**src/rtl/key_cond_pkg.sv**
```systemverilog
// Shared constants for the push-button conditioner: state encoding and default timing.
// The optional auto-repeat behaviour in key_conditioner is enabled by defining KEY_AUTOREPEAT_EN.
package key_cond_pkg;

  typedef enum logic [1:0] {
    RELEASED     = 2'b00,
    PRESS_WAIT   = 2'b01,
    PRESSED      = 2'b10,
    RELEASE_WAIT = 2'b11
  } key_state_t;

  localparam int unsigned DEF_DEB_CYCLES = 500000;
  localparam int unsigned DEF_REP_DELAY  = 25000000;
  localparam int unsigned DEF_REP_PERIOD = 5000000;

  function automatic int unsigned max_u(input int unsigned a, input int unsigned b);
    return (a > b) ? a : b;
  endfunction

endpackage

```
**src/rtl/key_conditioner_sync_2ff.sv**
```systemverilog
// Two-flop synchronizer for the raw active-low button; resets to 1 so the key reads as released.
module sync_2ff (
  input  logic clock_i,
  input  logic areset_n_i,
  input  logic d_i,
  output logic q_o
);

  logic meta_q;
  logic sync_q;

  always_ff @(posedge clock_i or negedge areset_n_i) begin
    if (!areset_n_i) begin
      meta_q <= 1'b1;
      sync_q <= 1'b1;
    end else begin
      meta_q <= d_i;
      sync_q <= meta_q;
    end
  end

  assign q_o = sync_q;

endmodule

```
**src/rtl/key_conditioner.sv**
```systemverilog
// Debounces a push-button into a one-cycle press pulse and a pressed level.
// Define KEY_AUTOREPEAT_EN to add hold-to-repeat pulses (REP_DELAY first, then every REP_PERIOD).
module key_conditioner
  import key_cond_pkg::*;
#(
  parameter int unsigned DEB_CYCLES = DEF_DEB_CYCLES,
  parameter int unsigned REP_DELAY  = DEF_REP_DELAY,
  parameter int unsigned REP_PERIOD = DEF_REP_PERIOD,
  localparam int CNT_W  = $clog2(DEB_CYCLES),
  localparam int RCNT_W = $clog2(max_u(REP_DELAY, REP_PERIOD))
) (
  input  logic              clock,
  input  logic              areset_n,
  input  logic              key_n,
  output logic              key_pulse,
  output logic              key_level,
  output key_state_t        dbg_state,
  output logic [CNT_W-1:0]  dbg_cnt,
  output logic [RCNT_W-1:0] dbg_rcnt
);

  localparam logic [CNT_W-1:0] CNT_LAST = CNT_W'(DEB_CYCLES - 1);

`ifdef KEY_AUTOREPEAT_EN
  localparam logic [RCNT_W-1:0] REP_FIRST_LAST = RCNT_W'(REP_DELAY - 1);
  localparam logic [RCNT_W-1:0] REP_NEXT_LAST  = RCNT_W'(REP_PERIOD - 1);
  logic rep_first_q;
`endif

  key_state_t        state_q;
  logic [CNT_W-1:0]  cnt_q;
  logic [RCNT_W-1:0] rcnt_q;
  logic              pulse_q;
  logic              level_q;
  logic              key_n_sync;
  logic              key_sync;

  sync_2ff u_sync (
    .clock_i    (clock),
    .areset_n_i (areset_n),
    .d_i        (key_n),
    .q_o        (key_n_sync)
  );

  assign key_sync = ~key_n_sync;

  // Debounce counters stop at CNT_LAST because the state always changes there.
  always_ff @(posedge clock or negedge areset_n) begin
    if (!areset_n) begin
      state_q     <= RELEASED;
      cnt_q       <= '0;
      rcnt_q      <= '0;
      pulse_q     <= 1'b0;
      level_q     <= 1'b0;
`ifdef KEY_AUTOREPEAT_EN
      rep_first_q <= 1'b1;
`endif
    end else begin
      pulse_q <= 1'b0;
      case (state_q)
        RELEASED: begin
          if (key_sync) begin
            state_q <= PRESS_WAIT;
            cnt_q   <= '0;
          end
        end
        PRESS_WAIT: begin
          if (!key_sync) begin
            state_q <= RELEASED;
          end else if (cnt_q == CNT_LAST) begin
            state_q     <= PRESSED;
            pulse_q     <= 1'b1;
            level_q     <= 1'b1;
            rcnt_q      <= '0;
`ifdef KEY_AUTOREPEAT_EN
            rep_first_q <= 1'b1;
`endif
          end else begin
            cnt_q <= cnt_q + CNT_W'(1);
          end
        end
        PRESSED: begin
          if (!key_sync) begin
            state_q <= RELEASE_WAIT;
            cnt_q   <= '0;
          end
`ifdef KEY_AUTOREPEAT_EN
          else if (rcnt_q == (rep_first_q ? REP_FIRST_LAST : REP_NEXT_LAST)) begin
            pulse_q     <= 1'b1;
            rcnt_q      <= '0;
            rep_first_q <= 1'b0;
          end else begin
            rcnt_q <= rcnt_q + RCNT_W'(1);
          end
`endif
        end
        RELEASE_WAIT: begin
          if (key_sync) begin
            // Bounce on release: back to held, repeat timing starts over.
            state_q     <= PRESSED;
            rcnt_q      <= '0;
`ifdef KEY_AUTOREPEAT_EN
            rep_first_q <= 1'b1;
`endif
          end else if (cnt_q == CNT_LAST) begin
            state_q <= RELEASED;
            level_q <= 1'b0;
          end else begin
            cnt_q <= cnt_q + CNT_W'(1);
          end
        end
        default: state_q <= RELEASED;
      endcase
    end
  end

  assign key_pulse = pulse_q;
  assign key_level = level_q;
  assign dbg_state = state_q;
  assign dbg_cnt   = cnt_q;
  assign dbg_rcnt  = rcnt_q;

endmodule

```
**config.mk**
```make
export PLATFORM = sky130hd
export DESIGN_NAME = key_conditioner
export DESIGN_NICKNAME = d
export VERILOG_FILES = /design/src/rtl/key_cond_pkg.sv /design/src/rtl/key_conditioner_sync_2ff.sv /design/src/rtl/key_conditioner.sv
export SDC_FILE = /design/constraint.sdc
export NUM_CORES = 1
export LEC_CHECK = 0
export CAP_MARGIN = 10
export CORE_MARGIN = 5
export CORE_UTILIZATION = 30
export DETAILED_ROUTE_END_ITERATION = 10
export PLACE_DENSITY = 0.61
export SLEW_MARGIN = 0
export SYNTH_ARGS = -nofsm -noshare
export SYNTH_HDL_FRONTEND = slang
export SYNTH_SLANG_ARGS = --single-unit
```
**constraint.sdc**
```tcl
create_clock -name clock -period 2.25 [get_ports clock]
set_clock_uncertainty 0.2 [all_clocks]
set_input_delay 0.675 -clock clock [delete_from_list [all_inputs] [get_ports clock]]
set_output_delay 0.675 -clock clock [all_outputs]
set_load 0.03 [all_outputs]
```
[After elaboration in Yosys (flattened, before gate mapping)]
Cells that the tools add are included.
Word-level totals
  register bits: 50
  latch bits: 0
  RAM bits: 0
  ROM bits: 0
  input port bits: 3
  memories: 0
Cells by class
  add/subtract/negate cells: 1
  $mul: 0
  divide/modulo/power cells: 0
  order comparisons: 0
  eq/ne operators: 13
  shifts and indexed selects: 0
  mux-type cells: 25
  bitwise gates (word level): 0
  reductions and logical operators: 6
Operator list (number)
  19-bit two-way mux: 5
  19-bit one-hot mux with 4 select lines: 1
  25-bit two-way mux: 3
  25-bit one-hot mux with 2 select lines: 1
  19-bit by 1-bit adder with 19-bit output (second input constant): 1
  19-bit equality test (second input constant): 1
  2-bit two-way mux: 6
  4-bit AND reduction: 3
  2-bit inequality test (second input constant): 5
  2-bit one-hot mux with 4 select lines: 1
  1-bit two-way mux: 7
  5-bit AND reduction: 1
  2-bit equality test (second input constant): 2
  2-bit by 1-bit inequality test with 1-bit output (second input constant): 2
  3-bit by 2-bit inequality test with 1-bit output (second input constant): 1
  3-bit inequality test (second input constant): 1
  2-bit by 1-bit equality test with 1-bit output (second input constant): 1
  2-bit zero test: 1
  1-bit one-hot mux with 2 select lines: 1
  2-bit nonzero test: 1

[Longest topological paths before layout]
  depth after elaboration: 4
  depth in mapped cells: 8
  mapped depth without buffers: 6

[Hierarchy]
A second synthesis with hierarchy kept.
Unflattened totals
  cell total of the unflattened synthesis: 164
  area, all modules: 1554.0 um2
By module, submodules not included
  key_conditioner: times used 1, cells each 162, area each 1501.4 um2, sequential area each 575.6 um2
  sync_2ff: times used 1, cells each 2, area each 52.6 um2, sequential area each 52.6 um2

[Worst setup path after synthesis]
No wires, ideal clock.
  kind: register to register
  start: register cnt_q[0], in the netlist dbg_cnt[0]
  end: register cnt_q[18], in the netlist dbg_cnt[18]
  arrival time: 1989 ps
  setup slack: -63 ps
  stages on the path, launching flop included: 6
  path buffers: 0
  clock period less this slack: 2313 ps
  path through: dfrtp_1 ha_1 nand4_1 or4_1 and3_1 a211o_1
On the way
  word-level cells in the longest chain between the ends: 4
  elaborated cells on any way between the ends: 6
  those cells by class: 1 x add/sub; 1 x eq/ne; 4 x mux
Ends and longest elaborated chain
  start, declared: line key_conditioner.sv:31  | logic [CNT_W-1:0] cnt_q;
  start signal, assigned: line key_conditioner.sv:79  | cnt_q <= cnt_q + CNT_W'(1);
  start signal, assigned: line key_conditioner.sv:109  | cnt_q <= cnt_q + CNT_W'(1);
  19-bit by 1-bit adder with 19-bit output or 19-bit equality test (tied branches)
  19-bit two-way mux *: line key_conditioner.sv:70, key_conditioner.sv:105
  19-bit two-way mux, on equally long branches: line key_conditioner.sv:98, key_conditioner.sv:68
  19-bit one-hot mux with 4 select lines *: line key_conditioner.sv:60  | case (state_q)
Every way passes the cells marked *; elsewhere a longest branch is shown, timed or not. The select of a mux whose other input is x is not followed.
A chain may end at the register's enable or synchronous reset.

[Final worst setup path]
  start: register cnt_q[18], in the netlist dbg_cnt[18]
  end: output port dbg_cnt[18]
RTL lines
  end, declared: line key_conditioner.sv:18  | output logic [CNT_W-1:0] dbg_cnt,
No word-level cell between the ends.

==> run summary <==
max frequency - 0.454 GHz
largest net degree at the start of global routing - 26
Layout Nets - 221
Power Density - 486 mW/mm2
DR iter-0 viols - 76
worst r2r src - dbg_cnt[14]
largest cells by area after synthesis - dfrtp_1, buf_4, nand2_1, dfstp_2, nand3_1
Post-Syn Area per Cell - 8.90 um2
crit path max-delay cell type - clkdlybuf4s50_1
unique cell type count in the Yosys netlist - 49
total core area - 0.00507 mm2
Tmin final - 2200 ps
Critical path buffers and inverters - 1
grt ovf - 0
Final Cell Area - 0.00195 mm2
initial core utilization - 0.307
CP delay by family, top - buffers and inverters
HP Class - reg2reg
RSZ-0062 raised after global routing - yes
Clock Power Share - 0.299
Die Wd - 82.1 um
Placed Area - 0.00191 mm2
P_sw - 309 uW
cell taking the most area after synthesis - dfrtp_1
post-DP HPWL - 2.87 mm
CP Max Fanout - 2
final hold slack - 160 ps
Int Pwr - 637 uW
DIE HEIGHT - 82.1 um
postcts setup bufs - 0
switching share of total power - 0.326
quantity of hold-fixing buffers added after cts - 0
Worst Path Required - 1370 ps
Hold Crit Depth - 0
Max IR drop VDD - 0.242 mV
# H-tree levels - 1
antenna-violating nets left - 0
Final setup viols - 0
antenna violations before repair - 0
Final period util - 0.980
Reg2Reg Capture Point - dbg_cnt[18]
Setup TNS - 0 ps
r2r setup slk - 120 ps
via/cell ratio - 4.77
Worst path max stage delay - 680 ps
vias in the first global route - 1,282
Tot Pwr - 946 uW
diode count - 0
Flop pwr share - 0.517
TritonRoute pass-1 iters - 4
Skew-Pair Late Insertion Delay - 270 ps
Final Routed Wirelength - 3.78 mm
DRC - 0
GRT Util Overall - 0.119
worst-path cell chain - clkdlybuf4s50_1
commonest non-fill, non-tap cell in the layout - conb_1
hold_sp - u_sync.meta_q
routed length per placed instance - 13.2 um
final hold violations - 0
crit path DAT - 1330 ps
Clock Sinks - 25
Root Buffer - clkbuf_8
die area - 0.00673 mm2
GPL Wtd Cong - 0.853
IO Pins - 51
share of cells above drive strength 1 - 0.162
mapped cell area - 0.00156 mm2
Inserted Clock Buffers - 3
YS warnings - 0
element type at the critical path end - primary output
Hold Path End - u_sync.q_o
Row Count - 26
Yosys top cell area share - 0.369
Seq/Total Area, Yosys - 0.403
synthesized netlist cell count - 175
run status - finished, final reports clean
first-pass GRT wire length - 6.22 mm
Bufs on Longest Clock Path - 2
Area growth syn-to-layout - 24.9%
Synth Register Bits - 25
Max-Cap Viols - 0
PortBufs - 25
CTS tree - done
Startpoint Class - register
clk slew on worst S/H paths - 100 ps
P_leak - 0.940 nW
Final Slew Violations - 0
combinational power share - 0.184
vias post-DR - 1,364
critical path type - reg2out
fin util - 0.383
commonest cells after routing, fill and taps aside - conb_1, dfrtp_1, nand2_1
Worst Reg-to-Reg Cells - 6
## synthesized netlist by cell type (all sizes together)
master and number:
buf 28, dfrtp 23, nand2 18, nand3 11, a21oi 10, nor3 10, nor2 9, a31oi 7
inv 7, o21ai 7, and3 4, a41oi 3, nand4 3, and4 2, clkbuf 2, dfstp 2
o2bb2ai 2, o311ai 2, or2 2, or2b 2, a211o 1, a21o 1, a22o 1, a31o 1
a32o 1, a32oi 1, and2 1, conb 1, ha 1, mux2i 1, nand3b 1, nand4bb 1
nor4 1, o21a 1, o221ai 1, o31ai 1, or3 1, or3b 1, or4 1, or4b 1
xor2 1
## what timing repair did
action	CTS	global route
hold endpoints to repair	0	0
setup endpoints to repair	17	9
gates resized for setup	17	4
## worst max path at each step
| stage | startpoint | end | slack [ps] | cells after the start |
|---|---|---|---|---|
| after CTS | dbg_cnt[11] | dbg_cnt[11] | 2 | 1 |
| final | dbg_cnt[18] | dbg_cnt[18] | 50 | 1 |
| after detailed placement | dbg_cnt[8] | dbg_cnt[18] | 140 | 6 |
| after global routing | dbg_cnt[14] | dbg_cnt[15] | -7 | 5 |
| after floorplan | dbg_cnt[0] | dbg_cnt[18] | 50 | 5 |
| after global placement | dbg_cnt[11] | dbg_cnt[18] | 170 | 6 |
## layer usage
layer / routed length, um / track usage / vias to the layer above
met5: 0 / 0 / -
li1: - / - / 669
met4: 59 / 0.0399 / 0
met2: 1760 / 0.184 / 49
met3: 274 / 0.0208 / 10
met1: 1690 / 0.167 / 636
## kinds of logic (layout without fill, tap and decap cells)
family | after synthesis | in the layout | share of synthesized area
other | 1 | 25 | 0.00241
flip-flops | 25 | 25 | 0.403
adder cells (fa/ha/maj) | 1 | 1 | 0.00803
buffers and inverters | 37 | 54 | 0.162
multiplexers | 1 | 1 | 0.00643
AND/OR/NAND/NOR | 69 | 69 | 0.239
XOR/XNOR | 1 | 1 | 0.00562
AO/OA/AOI/OAI | 40 | 40 | 0.174
## power by group through the flow
stage / Sequential (mW) / Clock (mW) / Combinational [mW]
after floorplan: 0.515 / 0 / 0.144
after global placement: 0.499 / 0 / 0.183
after detailed placement: 0.499 / 0 / 0.184
after CTS: 0.490 / 0.296 / 0.175
after global routing: 0.496 / 0.309 / 0.190
final: 0.489 / 0.283 / 0.174
## flip-flops by register name (all words and copies together), names as in the netlist, named ones only
name           cells
dbg_cnt           19
dbg_state          1
key_level          1
key_pulse          1
u_sync.meta_q      1
u_sync.q_o         1
## stage by stage
step | setup WS [ps] | std cells
floorplan | 46.4 | 199
global placement | 172 | 282
detailed placement | 137 | 282
CTS | 1.78 | 286
global route | -7.41 | 286
finish | 45.8 | 286
## layout make-up
| type | count | area, um2 |
|---|---|---|
| well taps | 70 | 87.6 |
| repair buffers | 43 | 382 |
| inverters | 7 | 26.3 |
| flip-flops and latches | 25 | 632 |
| clock buffers | 4 | 45.0 |
| multi-input cells | 137 | 773 |
| fillers | 545 | 3130 |
Note: power is estimated with default switching activity, not from simulation.
